## config.mk

```make
export PLATFORM = sky130hd
export DESIGN_NAME = rng_request_arbiter
export DESIGN_NICKNAME = d
export VERILOG_FILES = /design/src/rtl/rng_pkg.sv /design/src/rtl/rng_request_arbiter_rr_pick.sv /design/src/rtl/rng_request_arbiter.sv
export SDC_FILE = /design/constraint.sdc
export NUM_CORES = 1
export LEC_CHECK = 0
export CORE_ASPECT_RATIO = 1.4
export CORE_UTILIZATION = 50
export CTS_BUF_LIST = sky130_fd_sc_hd__clkbuf_8 sky130_fd_sc_hd__clkbuf_16
export CTS_CLUSTER_SIZE = 28
export DETAILED_ROUTE_END_ITERATION = 16
export PLACE_DENSITY = 0.87
export SYNTH_ARGS = -nofsm -noshare
export SYNTH_HDL_FRONTEND = slang
export SYNTH_SLANG_ARGS = --single-unit
```

## constraint.sdc

```tcl
create_clock -name clock -period 2.47 [get_ports clock]
set_input_delay 0.3705 -clock clock [delete_from_list [all_inputs] [get_ports clock]]
set_output_delay 0.3705 -clock clock [all_outputs]
set_load 0.05 [all_outputs]
```

## src/rtl/rng_pkg.sv

```systemverilog
// Shared types and constants for the LFSR request arbiter.
// The bench LFSR model uses RNG_SEED as its reset value.
package rng_pkg;

    typedef enum logic [1:0] {
        IDLE    = 2'd0,
        SHIFT   = 2'd1,
        CAPTURE = 2'd2
    } rng_state_t;

    localparam int RNG_WIDTH  = 13;
    localparam int RNG_SHIFTS = 13;
    localparam logic [RNG_WIDTH-1:0] RNG_SEED = 13'h000F;

endpackage

```

## src/rtl/rng_request_arbiter_rr_pick.sv

```systemverilog
// Combinational round-robin picker: first set request bit scanning from rr_ptr upward, wrapping.
module rr_pick #(
    parameter int NUM_REQ = 4,
    parameter int PW      = 2
) (
    input  logic [NUM_REQ-1:0] req,
    input  logic [PW-1:0]      rr_ptr,
    output logic [NUM_REQ-1:0] winner,
    output logic [PW-1:0]      winner_idx,
    output logic               any
);

    always_comb begin : pick
        int j;
        j          = 0;
        winner     = '0;
        winner_idx = '0;
        any        = 1'b0;
        for (int i = 0; i < NUM_REQ; i++) begin
            j = int'(rr_ptr) + i;
            if (j >= NUM_REQ) begin
                j = j - NUM_REQ;
            end
            if (!any && req[j]) begin
                any        = 1'b1;
                winner[j]  = 1'b1;
                winner_idx = PW'(j);
            end
        end
    end

endmodule

```

## src/rtl/rng_request_arbiter.sv

```systemverilog
// Shares one LFSR among NUM_REQ requesters, one word per round-robin grant.
// Define RNG_PREFETCH_EN to keep one pre-computed word buffered for 1-cycle grant latency.
//
// state   | meaning
// IDLE    | waiting for an eligible request (or, with prefetch, an empty buffer to refill)
// SHIFT   | lfsr_en high, stepping the LFSR SHIFTS_PER_WORD times
// CAPTURE | sample lfsr_state; grant it (or, with prefetch, park it in the buffer)
module rng_request_arbiter
    import rng_pkg::*;
#(
    parameter int NUM_REQ         = 4,
    parameter int WIDTH           = RNG_WIDTH,
    parameter int SHIFTS_PER_WORD = RNG_SHIFTS
) (
    input  logic               clock,
    input  logic               reset,
    input  logic [NUM_REQ-1:0] req,
    input  logic [WIDTH-1:0]   lfsr_state,
    output logic               lfsr_en,
    output logic [NUM_REQ-1:0] gnt,
    output logic               rnd_valid,
    output logic [WIDTH-1:0]   rnd_out
);

    localparam int PW = (NUM_REQ > 1) ? $clog2(NUM_REQ) : 1;
    localparam logic [3:0] CNT_LOAD = 4'(SHIFTS_PER_WORD - 1);

    rng_state_t         state_q, state_d;
    logic [3:0]         cnt_q, cnt_d;
    logic [PW-1:0]      rr_ptr_q, rr_ptr_d;
    logic [NUM_REQ-1:0] gnt_d;
    logic               rnd_valid_d;
    logic [WIDTH-1:0]   rnd_out_d;

    logic [NUM_REQ-1:0] eligible;
    logic [NUM_REQ-1:0] pick_oh;
    logic [PW-1:0]      pick_idx;
    logic               pick_any;

`ifdef RNG_PREFETCH_EN
    logic [WIDTH-1:0]   buf_word_q, buf_word_d;
    logic               buf_full_q, buf_full_d;
`else
    logic [PW-1:0]      winner_q, winner_d;
    logic [NUM_REQ-1:0] winner_oh_q, winner_oh_d;
`endif

    // A requester still sees its own grant pulse this cycle; don't serve it twice.
    assign eligible = req & ~gnt;

    rr_pick #(.NUM_REQ(NUM_REQ), .PW(PW)) u_pick (
        .req        (eligible),
        .rr_ptr     (rr_ptr_q),
        .winner     (pick_oh),
        .winner_idx (pick_idx),
        .any        (pick_any)
    );

    function automatic logic [PW-1:0] next_ptr(input logic [PW-1:0] p);
        return (p == PW'(NUM_REQ - 1)) ? '0 : p + 1'b1;
    endfunction

    always_ff @(posedge clock or posedge reset) begin
        if (reset) begin
            state_q     <= IDLE;
            cnt_q       <= '0;
            rr_ptr_q    <= '0;
            gnt         <= '0;
            rnd_valid   <= 1'b0;
            rnd_out     <= '0;
`ifdef RNG_PREFETCH_EN
            buf_word_q  <= '0;
            buf_full_q  <= 1'b0;
`else
            winner_q    <= '0;
            winner_oh_q <= '0;
`endif
        end else begin
            state_q     <= state_d;
            cnt_q       <= cnt_d;
            rr_ptr_q    <= rr_ptr_d;
            gnt         <= gnt_d;
            rnd_valid   <= rnd_valid_d;
            rnd_out     <= rnd_out_d;
`ifdef RNG_PREFETCH_EN
            buf_word_q  <= buf_word_d;
            buf_full_q  <= buf_full_d;
`else
            winner_q    <= winner_d;
            winner_oh_q <= winner_oh_d;
`endif
        end
    end

    always_comb begin
        state_d     = state_q;
        cnt_d       = cnt_q;
        rr_ptr_d    = rr_ptr_q;
        gnt_d       = '0;
        rnd_valid_d = 1'b0;
        rnd_out_d   = rnd_out;
        lfsr_en     = 1'b0;
`ifdef RNG_PREFETCH_EN
        buf_word_d  = buf_word_q;
        buf_full_d  = buf_full_q;
`else
        winner_d    = winner_q;
        winner_oh_d = winner_oh_q;
`endif
        case (state_q)
            IDLE: begin
`ifdef RNG_PREFETCH_EN
                if (buf_full_q && pick_any) begin
                    gnt_d       = pick_oh;
                    rnd_valid_d = 1'b1;
                    rnd_out_d   = buf_word_q;
                    rr_ptr_d    = next_ptr(pick_idx);
                    buf_full_d  = 1'b0;
                    cnt_d       = CNT_LOAD;
                    state_d     = SHIFT;
                end else if (!buf_full_q) begin
                    cnt_d   = CNT_LOAD;
                    state_d = SHIFT;
                end
`else
                if (pick_any) begin
                    winner_d    = pick_idx;
                    winner_oh_d = pick_oh;
                    cnt_d       = CNT_LOAD;
                    state_d     = SHIFT;
                end
`endif
            end
            SHIFT: begin
                lfsr_en = 1'b1;
                if (cnt_q == '0) begin
                    state_d = CAPTURE;
                end else begin
                    cnt_d = cnt_q - 1'b1;
                end
            end
            CAPTURE: begin
                state_d = IDLE;
`ifdef RNG_PREFETCH_EN
                // A waiting requester takes the fresh word directly; the buffer refills after.
                if (pick_any) begin
                    gnt_d       = pick_oh;
                    rnd_valid_d = 1'b1;
                    rnd_out_d   = lfsr_state;
                    rr_ptr_d    = next_ptr(pick_idx);
                end else begin
                    buf_word_d = lfsr_state;
                    buf_full_d = 1'b1;
                end
`else
                // Winner gave up during SHIFT: word is discarded, pointer left alone.
                if ((req & winner_oh_q) != '0) begin
                    gnt_d       = winner_oh_q;
                    rnd_valid_d = 1'b1;
                    rnd_out_d   = lfsr_state;
                    rr_ptr_d    = next_ptr(winner_q);
                end
`endif
            end
            default: state_d = IDLE;
        endcase
    end

endmodule
```

==> run_results.csv <==
group,metric,value,unit
status,outcome,"finished, final reports clean",
cts,htreeDepth,2,
synthesis,synth-seq-cells,32,
sta,slew_viol_final,0,
power,power.density,1080,nW/µm²
floorplanning,fp.coreArea,3410,µm²
synthesis,ys_seq_area_frac,0.446,
routing,wl_per_cell,17.4,µm
sta,slew_headroom,0.645,
setup_path,r2r_start,"rr_ptr_q[0]$_DFFE_PP0P_",
floorplanning,die_y,72.9,µm
sta,finalClockSkew,0.00864,ns
cells_and_area,final_layout_size_suffix_gt1_frac,0.189,
sta,final.min_clock_period,2.20,ns
setup_path,end_kind,"primary output",
setup_path,startpoint_type,"flop",
synthesis,async_flop_share,1.00,
floorplanning,rows,25,
power,pwr-share-comb,0.516,
power,pwr-share-seq,0.320,
cts,cts_tree,"built",
placement,dp_hpwl,3100,µm
cts,clock_path_buffers,2,
placement,dp_cells,233,
cells_and_area,fill_cells,266,
global_route,grt-ovfl-total,0,
routing,drt_iter0_drc,45,
synthesis,synth_nets,185,
synthesis,synth_top_area_frac,0.446,
cts,cts_sinks,32,
cells_and_area,syn_to_final_growth,28.7,%
min_path,hold_path_class,"in2async",
sta,worst_slew_pin_slew,0.530,ns
sta,tns,0,ns
cts,cts-resized-gates,0,
floorplanning,start_util,0.526,
routing,avgViaCountPerCell,6.13,
sta,finalCritPeriodShare,0.891,
global_route,grt_pass1_wl,6890,µm
cts,worstSkewPairLatency,0.28,ns
sta,hold_violations,0,
synthesis,synth_edf_count,0,
cts,post_cts_buffers,0,
global_route,antenna_found_initial,0,
placement,gp_routability_congestion,0.937,
cts,holdBufCountCts,0,
routing,drtAntennaViolNets,0,
cells_and_area,post-route-util,0.677,
cells_and_area,instances_no_fill,241,
routing,drc_errors,0,
setup_path,reg2reg_slack,0.51,ns
cells_and_area,antennaDiodeCount,0,
setup_path,criticalPathCategory,"reg2out",
synthesis,synthesis.area,1790,µm²
floorplanning,die_w,52.6,µm
power,p_sw,1.05,mW
synthesis,yosysTopAreaCell,"dfrtp_1",
placement,io_buffers,37,
cells_and_area,finish.net_count,228,
power,pwr-share-clk,0.164,
floorplanning,io_pins,38,
synthesis,ys_top_cells_by_area,"dfrtp_1 (45%), mux2_2 (9.4%), ha_1 (6.3%)",
synthesis,yosysWarnings,0,
sta,setup_viol,0,
global_route,grt_pass1_vias,1512,
power,p_sw_frac,0.419,
setup_path,cp_data_required_time,2.10,ns
run,drv_cap,0,
global_route,grt_util_all_layers,0.245,
routing,vias,1478,
cts,numCtsBuffers,5,
setup_path,worst_r2r_path_depth,6,
floorplanning,die_area,3840,µm²
sta,max_freq,454,MHz
power,leakage,1.03,nW
synthesis,yosysUniqueCellTypes,41,
routing,drt-pass1-iter-count,4,
synthesis,synthFlopType,"dfrtp_1",
synthesis,synthCells,157,
power,ir_drop,0.701,mV
sta,hold_ws,0.335,ns
power,p_int,1.45,mW
global_route,grt_max_degree,25,
setup_path,r2r-end,"winner_oh_q[2]$_DFFE_PP0P_",
setup_path,worstPathArrival,1.83,ns
synthesis,syn_avg_cell_area,11.4,µm²
cts,clkTransAtPathRegs,0.07,ns
sta,rsz0062_at_grt,"no",
cts,root_buffer,"clkbuf_8",
routing,drt-total-wl,4190,µm
setup_path,cp_max_fo,5,
[stage by stage]
| step | power [mW] | area, µm² | setup slack (ns) |
|---|---|---|---|
| finish | 2.50 | 2310 | 0.268 |
| global route | 2.65 | 2310 | 0.157 |
| floorplan | 1.72 | 1790 | 0.401 |
| CTS | 2.50 | 2310 | 0.273 |
| global placement | 2.01 | 2220 | 0.259 |
| detailed placement | 2.07 | 2220 | 0.196 |
[power groups by stage]
stage                     clock (mW)  sequential (mW)  combinational [mW]
after global routing           0.436            0.815                1.40
after CTS                      0.416            0.798                1.29
after global placement             0            0.794                1.22
after detailed placement           0            0.806                1.27
final                          0.410            0.799                1.29
after floorplan                    0            0.919               0.800
[cells in the mapped netlist (3+ instances only)]
library cell and number:
mux2_2 15, o21ai_0 6, nand3_1 4, a31oi_1 5
nor3_1 5, and2_1 7, dfrtp_1 32, o21ai_1 4
ha_1 9, buf_2 3, nand2b_1 5, nand2_1 12
inv_1 6, a311o_1 3, mux4_2 4, nor2_1 5
[layout make-up]
cell class | count | area (µm²) | area share
timing repair buffer | 42 | 408 | 0.177
tap | 40 | 50.0 | 0.0217
inverter | 7 | 31.3 | 0.0135
clock buffer | 6 | 82.6 | 0.0358
clock inverter | 2 | 11.3 | 0.00488
sequential | 32 | 801 | 0.347
multi-input combinational | 112 | 926 | 0.401
[sequential cells by signal (all words and copies together) (netlist names)]
register     flops
winner_oh_q      4
cnt_q            4
rnd_out         13
gnt              4
rnd_valid        1
state_q          2
winner_q         2
rr_ptr_q         2
[metal layers]
metal | part of all wire | track usage
met1 | 0.36 | 0.274
met2 | 0.56 | 0.426
met3 | 0.062 | 0.0667
met4 | 0.015 | 0.102
met5 | 0 | 0
[worst max-delay path, stage by stage, from the launching register on]
cell and delay, ns:
dfrtp_1 0.41, nand2b_1 0.23, inv_1 0.10, clkdlybuf4s50_1 0.81
[worst max path at each step]
stage,cells after the start,slack (ns),startpoint,endpoint
final,3,0.27,state_q[1]$_DFFE_PP0P_,lfsr_en
after global routing,3,0.16,state_q[1]$_DFFE_PP0P_,lfsr_en
after CTS,3,0.27,state_q[1]$_DFFE_PP0P_,lfsr_en
after detailed placement,6,0.20,req[3],winner_oh_q[0]$_DFFE_PP0P_
after global placement,6,0.26,req[3],winner_oh_q[2]$_DFFE_PP0P_
after floorplan,8,0.40,rr_ptr_q[0]$_DFFE_PP0P_,winner_oh_q[0]$_DFFE_PP0P_
[cell families (layout without fill, tap and decap cells)]
| family | Yosys count | after routing | synth area share |
|---|---|---|---|
| fa+ha+maj | 9 | 9 | 0.0628 |
| flops | 32 | 32 | 0.446 |
| buf+inv | 13 | 57 | 0.0404 |
| mux | 21 | 21 | 0.156 |
| xor+xnor | 1 | 1 | 0.00488 |
| compound gates | 31 | 31 | 0.135 |
| simple gates | 50 | 50 | 0.155 |
[layout by cell type, fill, tap and decap left out, types with 3 or more instances in the layout]
| cell type | count |
|---|---|
| a31oi_1 | 5 |
| nor2_1 | 5 |
| a311o_1 | 3 |
| clkbuf_8 | 6 |
| nand3_1 | 4 |
| dfrtp_1 | 32 |
| nand2b_1 | 5 |
| nand2_1 | 12 |
| nor3_1 | 5 |
| mux2_2 | 15 |
| inv_1 | 7 |
| clkdlybuf4s50_1 | 37 |
| ha_1 | 9 |
| and2_1 | 7 |
| buf_4 | 5 |
| mux4_2 | 4 |
| o21ai_1 | 4 |
| o21ai_0 | 6 |
Power figures use the tool's default switching activity.
